[config.mk]
export PLATFORM = sky130hd
export DESIGN_NAME = cpu_fetch_sequencer
export DESIGN_NICKNAME = d
export VERILOG_FILES = /design/src/rtl/cpu_fetch_sequencer.sv
export SDC_FILE = /design/constraint.sdc
export NUM_CORES = 1
export LEC_CHECK = 0
export ABC_AREA = 0
export CAP_MARGIN = 25
export CORE_MARGIN = 3
export CORE_UTILIZATION = 45
export CTS_CLUSTER_SIZE = 8
export DETAILED_ROUTE_END_ITERATION = 10
export PLACE_DENSITY = 0.8
export SLEW_MARGIN = 5
export SYNTH_ARGS = -nofsm -noshare
export SYNTH_HDL_FRONTEND = slang
export SYNTH_SLANG_ARGS = --single-unit
[constraint.sdc]
create_clock -name clk -period 1.4 [get_ports clk]
set_input_delay 0.35 -clock clk [delete_from_list [all_inputs] [get_ports clk]]
set_output_delay 0.35 -clock clk [all_outputs]
set_load 0.1 [all_outputs]
[src/rtl/cpu_fetch_sequencer.sv]
// cpu_fetch_sequencer: Moore control FSM that steps the PC/MAR/MDR/IR latches
// through fetch/execute, handshaking with memory and the execute unit.
// Optional feature macro: CPU_SEQ_TIMEOUT_EN enables the memory-wait timeout
// counter and the MEM->FAULT transition; without it MEM waits indefinitely.
// Strobes are registered from the next state, so each one is high exactly
// during the cycles its state is held, and reset clears them asynchronously.

module cpu_fetch_sequencer #(
  parameter int unsigned N       = 8,
  parameter int unsigned TIMEOUT = 15
) (
  input  logic         clk,
  input  logic         rst,
  input  logic         run,
  input  logic         halt_req,
  input  logic         mem_ack,
  input  logic         exec_done,
  input  logic         exec_jump,
  input  logic         exec_halt,
  output logic         latch_clr,
  output logic         pc_load,
  output logic         pc_inc,
  output logic         mar_load,
  output logic         mdr_load,
  output logic         ir_load,
  output logic         mem_req,
  output logic         exec_start,
  output logic         busy,
  output logic         halted,
  output logic         fault,
  output logic [3:0]   state,
  output logic [N-1:0] instr_count
);

  localparam int unsigned STATE_W = 4;
  localparam int unsigned TMO_W   = 8;

  // Reject timeout values the 8-bit wait counter cannot represent.
  if (TIMEOUT < 1 || TIMEOUT > 255) begin : g_bad_timeout
    $error("cpu_fetch_sequencer: TIMEOUT must be 1..255");
  end

  typedef enum logic [STATE_W-1:0] {
    S_IDLE   = 4'd0,
    S_CLEAR  = 4'd1,
    S_ADDR   = 4'd2,
    S_MEM    = 4'd3,
    S_DATA   = 4'd4,
    S_IR     = 4'd5,
    S_EXEC   = 4'd6,
    S_JUMP   = 4'd7,
    S_HALTED = 4'd8,
    S_FAULT  = 4'd9
  } state_e;

  state_e cur;
  state_e nxt;
  logic   tmo_expired;

`ifdef CPU_SEQ_TIMEOUT_EN
  logic [TMO_W-1:0] tmo_cnt;

  // Final unacknowledged MEM cycle: the count would reach TIMEOUT this cycle.
  assign tmo_expired = (cur == S_MEM) && (tmo_cnt == TMO_W'(TIMEOUT - 1));

  // Memory wait counter: cleared on MEM entry, counts MEM cycles without ack.
  always_ff @(posedge clk or negedge rst) begin
    if (!rst) begin
      tmo_cnt <= '0;
    end else if (nxt == S_MEM && cur != S_MEM) begin
      tmo_cnt <= '0;
    end else if (cur == S_MEM && !mem_ack) begin
      tmo_cnt <= tmo_cnt + TMO_W'(1);
    end
  end

  // Fault flag, sticky with the FAULT state until reset.
  always_ff @(posedge clk or negedge rst) begin
    if (!rst) begin
      fault <= 1'b0;
    end else begin
      fault <= (nxt == S_FAULT);
    end
  end
`else
  assign tmo_expired = 1'b0;
  assign fault       = 1'b0;
`endif

  // Next-state decode; ack beats timeout, halt beats jump on exec_done.
  always_comb begin
    nxt = S_IDLE;
    case (cur)
      S_IDLE:   nxt = run ? S_CLEAR : S_IDLE;
      S_CLEAR:  nxt = S_ADDR;
      S_ADDR:   nxt = S_MEM;
      S_MEM: begin
        nxt = S_MEM;
        if (tmo_expired) nxt = S_FAULT;
        if (mem_ack)     nxt = S_DATA;
      end
      S_DATA:   nxt = S_IR;
      S_IR:     nxt = S_EXEC;
      S_EXEC: begin
        nxt = S_EXEC;
        if (exec_done) begin
          if (exec_halt || halt_req) nxt = S_HALTED;
          else if (exec_jump)        nxt = S_JUMP;
          else                       nxt = S_ADDR;
        end
      end
      S_JUMP:   nxt = S_ADDR;
      S_HALTED: nxt = (run && !halt_req) ? S_ADDR : S_HALTED;
      S_FAULT:  nxt = S_FAULT;
      default:  nxt = S_IDLE;
    endcase
  end

  // State register plus strobes and status flags registered from next state.
  always_ff @(posedge clk or negedge rst) begin
    if (!rst) begin
      cur        <= S_IDLE;
      latch_clr  <= 1'b0;
      pc_load    <= 1'b0;
      pc_inc     <= 1'b0;
      mar_load   <= 1'b0;
      mdr_load   <= 1'b0;
      ir_load    <= 1'b0;
      mem_req    <= 1'b0;
      exec_start <= 1'b0;
      busy       <= 1'b0;
      halted     <= 1'b0;
    end else begin
      cur        <= nxt;
      latch_clr  <= (nxt == S_CLEAR);
      pc_load    <= (nxt == S_JUMP);
      pc_inc     <= (nxt == S_DATA);
      mar_load   <= (nxt == S_ADDR);
      mdr_load   <= (nxt == S_DATA);
      ir_load    <= (nxt == S_IR);
      mem_req    <= (nxt == S_MEM);
      exec_start <= (nxt == S_EXEC) && (cur != S_EXEC);
      busy       <= !((nxt == S_IDLE) || (nxt == S_HALTED) || (nxt == S_FAULT));
      halted     <= (nxt == S_HALTED);
    end
  end

  // Completed-instruction counter; wraps naturally at 2^N.
  always_ff @(posedge clk or negedge rst) begin
    if (!rst) begin
      instr_count <= '0;
    end else if (cur == S_EXEC && exec_done) begin
      instr_count <= instr_count + N'(1);
    end
  end

  assign state = cur;

endmodule

# [Word-level counts from Yosys, hierarchy flattened]
# Cells that the tools add are included.
[classes] bitwise_logic=0 div_mod_pow=0 addsub=1 reduce_logical=11 order_cmp=0 mul=0 mux=7 n_eq_ne=19 n_shift=0
[ops] operator="one-hot mux 4 bit (9 select lines)" count=1
[ops] operator="== test 4 x 3 -> 1 bit (second input constant)" count=8
[ops] operator="== test 4 x 2 -> 1 bit (second input constant)" count=4
[ops] operator="== test 4 bit (second input constant)" count=4
[ops] operator="two-way mux 4 bit" count=3
[ops] operator="adder 8 x 1 -> 8 bit (second input constant)" count=1
[ops] operator="== test 4 x 1 -> 1 bit (second input constant)" count=2
[ops] operator="logical NOT 4 bit" count=2
[ops] operator="two-way mux 3 bit" count=2
[ops] operator="!= test 4 x 3 -> 1 bit (second input constant)" count=1
[ops] operator="logical AND 1 bit" count=3
[ops] operator="logical OR 1 bit" count=3
[ops] operator="logical NOT 1 bit" count=2
[ops] operator="OR reduction 2 bit" count=1
[ops] operator="two-way mux 1 bit" count=1
[totals] out_inout_bits=23 romBits=0 memories=0 latchBits=0 elab_cells=49 ram_bits=0 regBits=21 inputBits=8

# [Logic depth before layout (Yosys ltp)]
[logic_depth] word_depth=8 depth_mapped=6 ltp_nobuf=5

# [Least setup slack after synthesis]
# No wires, ideal clock.
[synth_timing] kind="register to register" start="reg cur[1] (netlist: state[1])" end="reg instr_count[6]" required_time_ns=1.242 stages_incl_launch_ff=6 setup_time_ns=0.158 slack_ns=-0.693 t_arrival_ns=1.935 n_path_buf=1 synth_period_minus_slack_ns=2.093 path_cell_list="dfrtp_1 -> buf_4 -> and4bb_4 -> and3_4 -> nand4_1 -> xnor2_1"
[synth_between] elab_chain_len=2
[synth_rtl] item="from (decl)" line="56" rtl="state_e cur;"
[synth_rtl] item="from (signal assigned)" line="134" rtl="cur <= nxt;"
[synth_rtl] item="== test 4 x 3 -> 1 bit" line="152" rtl="end else if (cur == S_EXEC && exec_done) begin"
[synth_rtl] item="logical AND 1 bit" line="152"
[synth_rtl] item="to (signal assigned)" line="153" rtl="instr_count <= instr_count + N'(1);"
[synth_rtl] item="to (decl)" line="32" rtl="output logic [N-1:0] instr_count"
# No other way between the ends.
# A chain may end at the register's enable or synchronous reset.

# [Final worst setup path]
[layout_timing] start="in run" end="reg busy"
[layout_between] elab_chain_len=7 elab_cells_between_ends=10 cone_classes="2 x eq/ne; 3 x mux; 5 x reduce/logical"
[layout_rtl] item="from (decl)" line="14" rtl="input logic run,"
[layout_rtl] item="logical AND 1 bit" line="113" rtl="S_HALTED: nxt = (run && !halt_req) ? S_ADDR : S_HALTED;"
[layout_rtl] item="two-way mux 4 bit" line="113"
[layout_rtl] item="one-hot mux 4 bit (9 select lines) *" line="93" rtl="case (cur)"
[layout_rtl] item="== test 4 bit or logical NOT 4 bit (tied branches)" line="143" rtl="busy <= !((nxt == S_IDLE) || (nxt == S_HALTED) || (nxt == S_FAULT));"
[layout_rtl] item="logical OR 1 bit" line="143"
[layout_rtl] item="logical OR 1 bit *" line="143"
[layout_rtl] item="logical NOT 1 bit *" line="143"
[layout_rtl] item="to (signal assigned)" line="143"
[layout_rtl] item="to (decl)" line="28" rtl="output logic busy,"
# Mark *: on every way between the ends. The rest lies on a longest branch, timed or not.

==> impl_metrics.tcl <==
set metrics [dict create \
    placement.io_buffers 29 \
    area_delta_synth_final_pct 92.95 \
    net_count_reported_at_finish 159 \
    finalPower_uw 4313 \
    ir_worst_vdd_v 0.002794 \
    grt_setup_unrepaired "true" \
    track_usage 0.2297 \
    number_of_placement_rows 16 \
    cts_tree "done" \
    cts-buffers-inserted 3 \
    ys.warnings.count 0 \
    dr.first_iter.drc_count 49 \
    fp.dieH_um 52.57 \
    async_set_or_reset_register_ratio_after_synthesis 1.000 \
    ant_nets 0 \
    die_width_um 52.57 \
    min_period_over_period 1.131 \
    detailed_route_wire_length_per_cell_um 21.35 \
    depth_of_the_cts_h_tree 1 \
    drt_pre_antenna_iters 4 \
    synth_area_leaders "sky130_fd_sc_hd__dfrtp_1, sky130_fd_sc_hd__xnor2_1, sky130_fd_sc_hd__nand2_1" \
    synthDominantAreaCellType "sky130_fd_sc_hd__dfrtp_1" \
    gp_congestion 0.9144 \
    yosys-top-cells-count "sky130_fd_sc_hd__dfrtp_1, sky130_fd_sc_hd__nand2_1, sky130_fd_sc_hd__nor2_1" \
    final_core_density 0.9406 \
    synth-edff-count 0 \
    yosys_register_bits 21 \
    synth.cell_area_um2 975.9 \
    fin_area_mm2 0.001883 \
    yosysTopAreaCellShare 0.5385 \
    postSynthNetCount 103 \
    n_fill_cell 56 \
    hold_ws_ns 0.3742 \
    first_pass_grt_wire_length_um 4560 \
    crit_path_end_kind "register" \
    p_leak_uw 0.0008355 \
    failed_checks "setup timing" \
    clock-skew-final_ns 0.008725 \
    worstHoldPathType "input port to async pin" \
    grt_start_max_net_pins 22 \
    cts.hold.buffers_added 0 \
    drt_drc_violations_left 0 \
    report.final.setup_viol 19 \
    post_route_cells_drive_above_1_share 0.5839 \
    setup_slack_ns -0.1830 \
    num_antenna_cells 0 \
    synth_most_common_cell "sky130_fd_sc_hd__dfrtp_1" \
    fmaxAchievable_ghz 0.6317 \
    leading_register_cell_type_out_of_synthesis "sky130_fd_sc_hd__dfrtp_1" \
    synthDistinctLibCells 31 \
    initial_core_util 0.4875 \
    grt_antenna_before_repair 0 \
    regArea_um2 549.3 \
    die-area_mm2 0.002764 \
    worstPathRequired_ns 1.62 \
    clockRootBuffer "sky130_fd_sc_hd__clkbuf_4" \
    avgSynthCellArea_um2 10.38 \
    cts.sink_count 21 \
    wl_um 3758 \
    drv_slew 0 \
    global_route.overflow_total 0 \
    cts-root-to-sink-buffers 2 \
    multi_input_area_um2 526.8 \
    maxCapViolations 0 \
    placement_stage_cell_area_mm2 0.001633 \
    number_of_global_route_vias_before_repair 973 \
    via_per_inst 5.631 \
    stdcell_count 176 \
    period_minus_slack_ns 1.583 \
    core-area_mm2 0.002002 \
    dp_hpwl_um 1935 \
    via_count 991 \
    worstPathMaxFanout 3 \
    outcome "finished, violations left" \
    setup.worst_path.class "input port to register" \
    sequential_element_share_of_the_synthesized_area 0.5385 \
    worstSkewPairLatency_ns 0.30 \
    cellPowerDensity_mw_per_mm2 2290 \
    clk_pin_slew_ns 0.12 \
    post_synth_inst_count 94 \
    critical_path_arrival_ns 1.81 \
    post_placement_cell_count 162 \
    element_type_at_the_critical_path_start "input port" \
    timing_hold_violations_final 0 \
    num_io_pins 31 \
]
## final timing paths
kind	from	end	slack, ns	cells past startpoint
min in group clk	instr_count[5]	instr_count[5]	0.52	1
min reg2reg	instr_count[5]	instr_count[5]	0.52	1
min	rst	instr_count[5]	0.37	2
max in group asynchronous	rst	state[2]	0.78	2
max reg2reg	state[0]	instr_count[3]	-0.17	5
max	run	busy	-0.18	5
## cell families after synthesis
family | synth area share
DFF | 0.5385
adders and majority gates | 0.01282
buffers and inverters | 0.05000
xor gates and xnor gates | 0.06282
AOI/OAI and AO/OA | 0.09487
other | 0.003842
and+or+nand+nor | 0.2372
## final cells by class
cell class,instances,share of cell area
multi-input combinational,64,0.2797
inverter,5,0.009967
timing repair buffer,55,0.3867
sequential,21,0.2917
clock buffer,4,0.01395
tap,27,0.01794
## layer usage
metal,track usage,wire [µm]
met5,0,0
met4,0.1149,160
met3,0.03134,213
met2,0.3905,1861
met1,0.2815,1523
## repair_timing
item / CTS / global route
cloned: 0 / 0
setup buffers: 5 / 5
endpoints found under the setup margin: 12 / 20
pin swaps: 2 / 7
gates resized for setup: 8 / 25
## power by group
part           switching [µW]  internal [µW]
logic                    1860           1140
clock network             177            111
registers                 225            797
total                    2260           2050
## worst max-delay path, stage by stage
cell and delay [ns]:
sky130_fd_sc_hd__clkdlybuf4s50_1 0.54, sky130_fd_sc_hd__nor3b_2 0.30, sky130_fd_sc_hd__a31oi_1 0.16, sky130_fd_sc_hd__o211a_1 0.29, sky130_fd_sc_hd__a31oi_1 0.17
## registers in the layout, summed over array words and instances, names as in the netlist
name	count
mdr_load	1
ir_load	1
latch_clr	1
exec_start	1
halted	1
mem_req	1
pc_load	1
state	4
instr_count	8
busy	1
mar_load	1
## per-stage QoR
step	setup WS [ns]	setup TNS, ns
6_report	-0.1830	-1.933
5_1_grt	-0.2418	-2.657
4_1_cts	-0.1115	-0.6027
3_5_place_dp	-0.3720	-2.586
2_1_floorplan	-0.2748	-2.105
3_3_place_gp	-0.2778	-2.068
## cell usage in the layout (no fill, tap or decap), types with 2 or more instances in the layout
cell type,Yosys,routed
sky130_fd_sc_hd__a21oi_2,0,4
sky130_fd_sc_hd__a31oi_1,2,2
sky130_fd_sc_hd__and2_1,2,2
sky130_fd_sc_hd__and3_1,2,2
sky130_fd_sc_hd__buf_12,0,22
sky130_fd_sc_hd__buf_4,4,21
sky130_fd_sc_hd__buf_6,0,4
sky130_fd_sc_hd__clkbuf_4,0,3
sky130_fd_sc_hd__clkdlybuf4s50_1,0,7
sky130_fd_sc_hd__dfrtp_1,21,10
sky130_fd_sc_hd__dfrtp_2,0,7
sky130_fd_sc_hd__dfrtp_4,0,4
sky130_fd_sc_hd__inv_1,5,4
sky130_fd_sc_hd__nand2_1,9,9
sky130_fd_sc_hd__nand2b_1,2,2
sky130_fd_sc_hd__nand3_4,0,2
sky130_fd_sc_hd__nand4_1,2,2
sky130_fd_sc_hd__nor2_1,9,7
sky130_fd_sc_hd__nor3b_2,0,2
sky130_fd_sc_hd__xnor2_1,7,4
sky130_fd_sc_hd__xnor2_2,0,3
(Power assumes the default switching activity.)
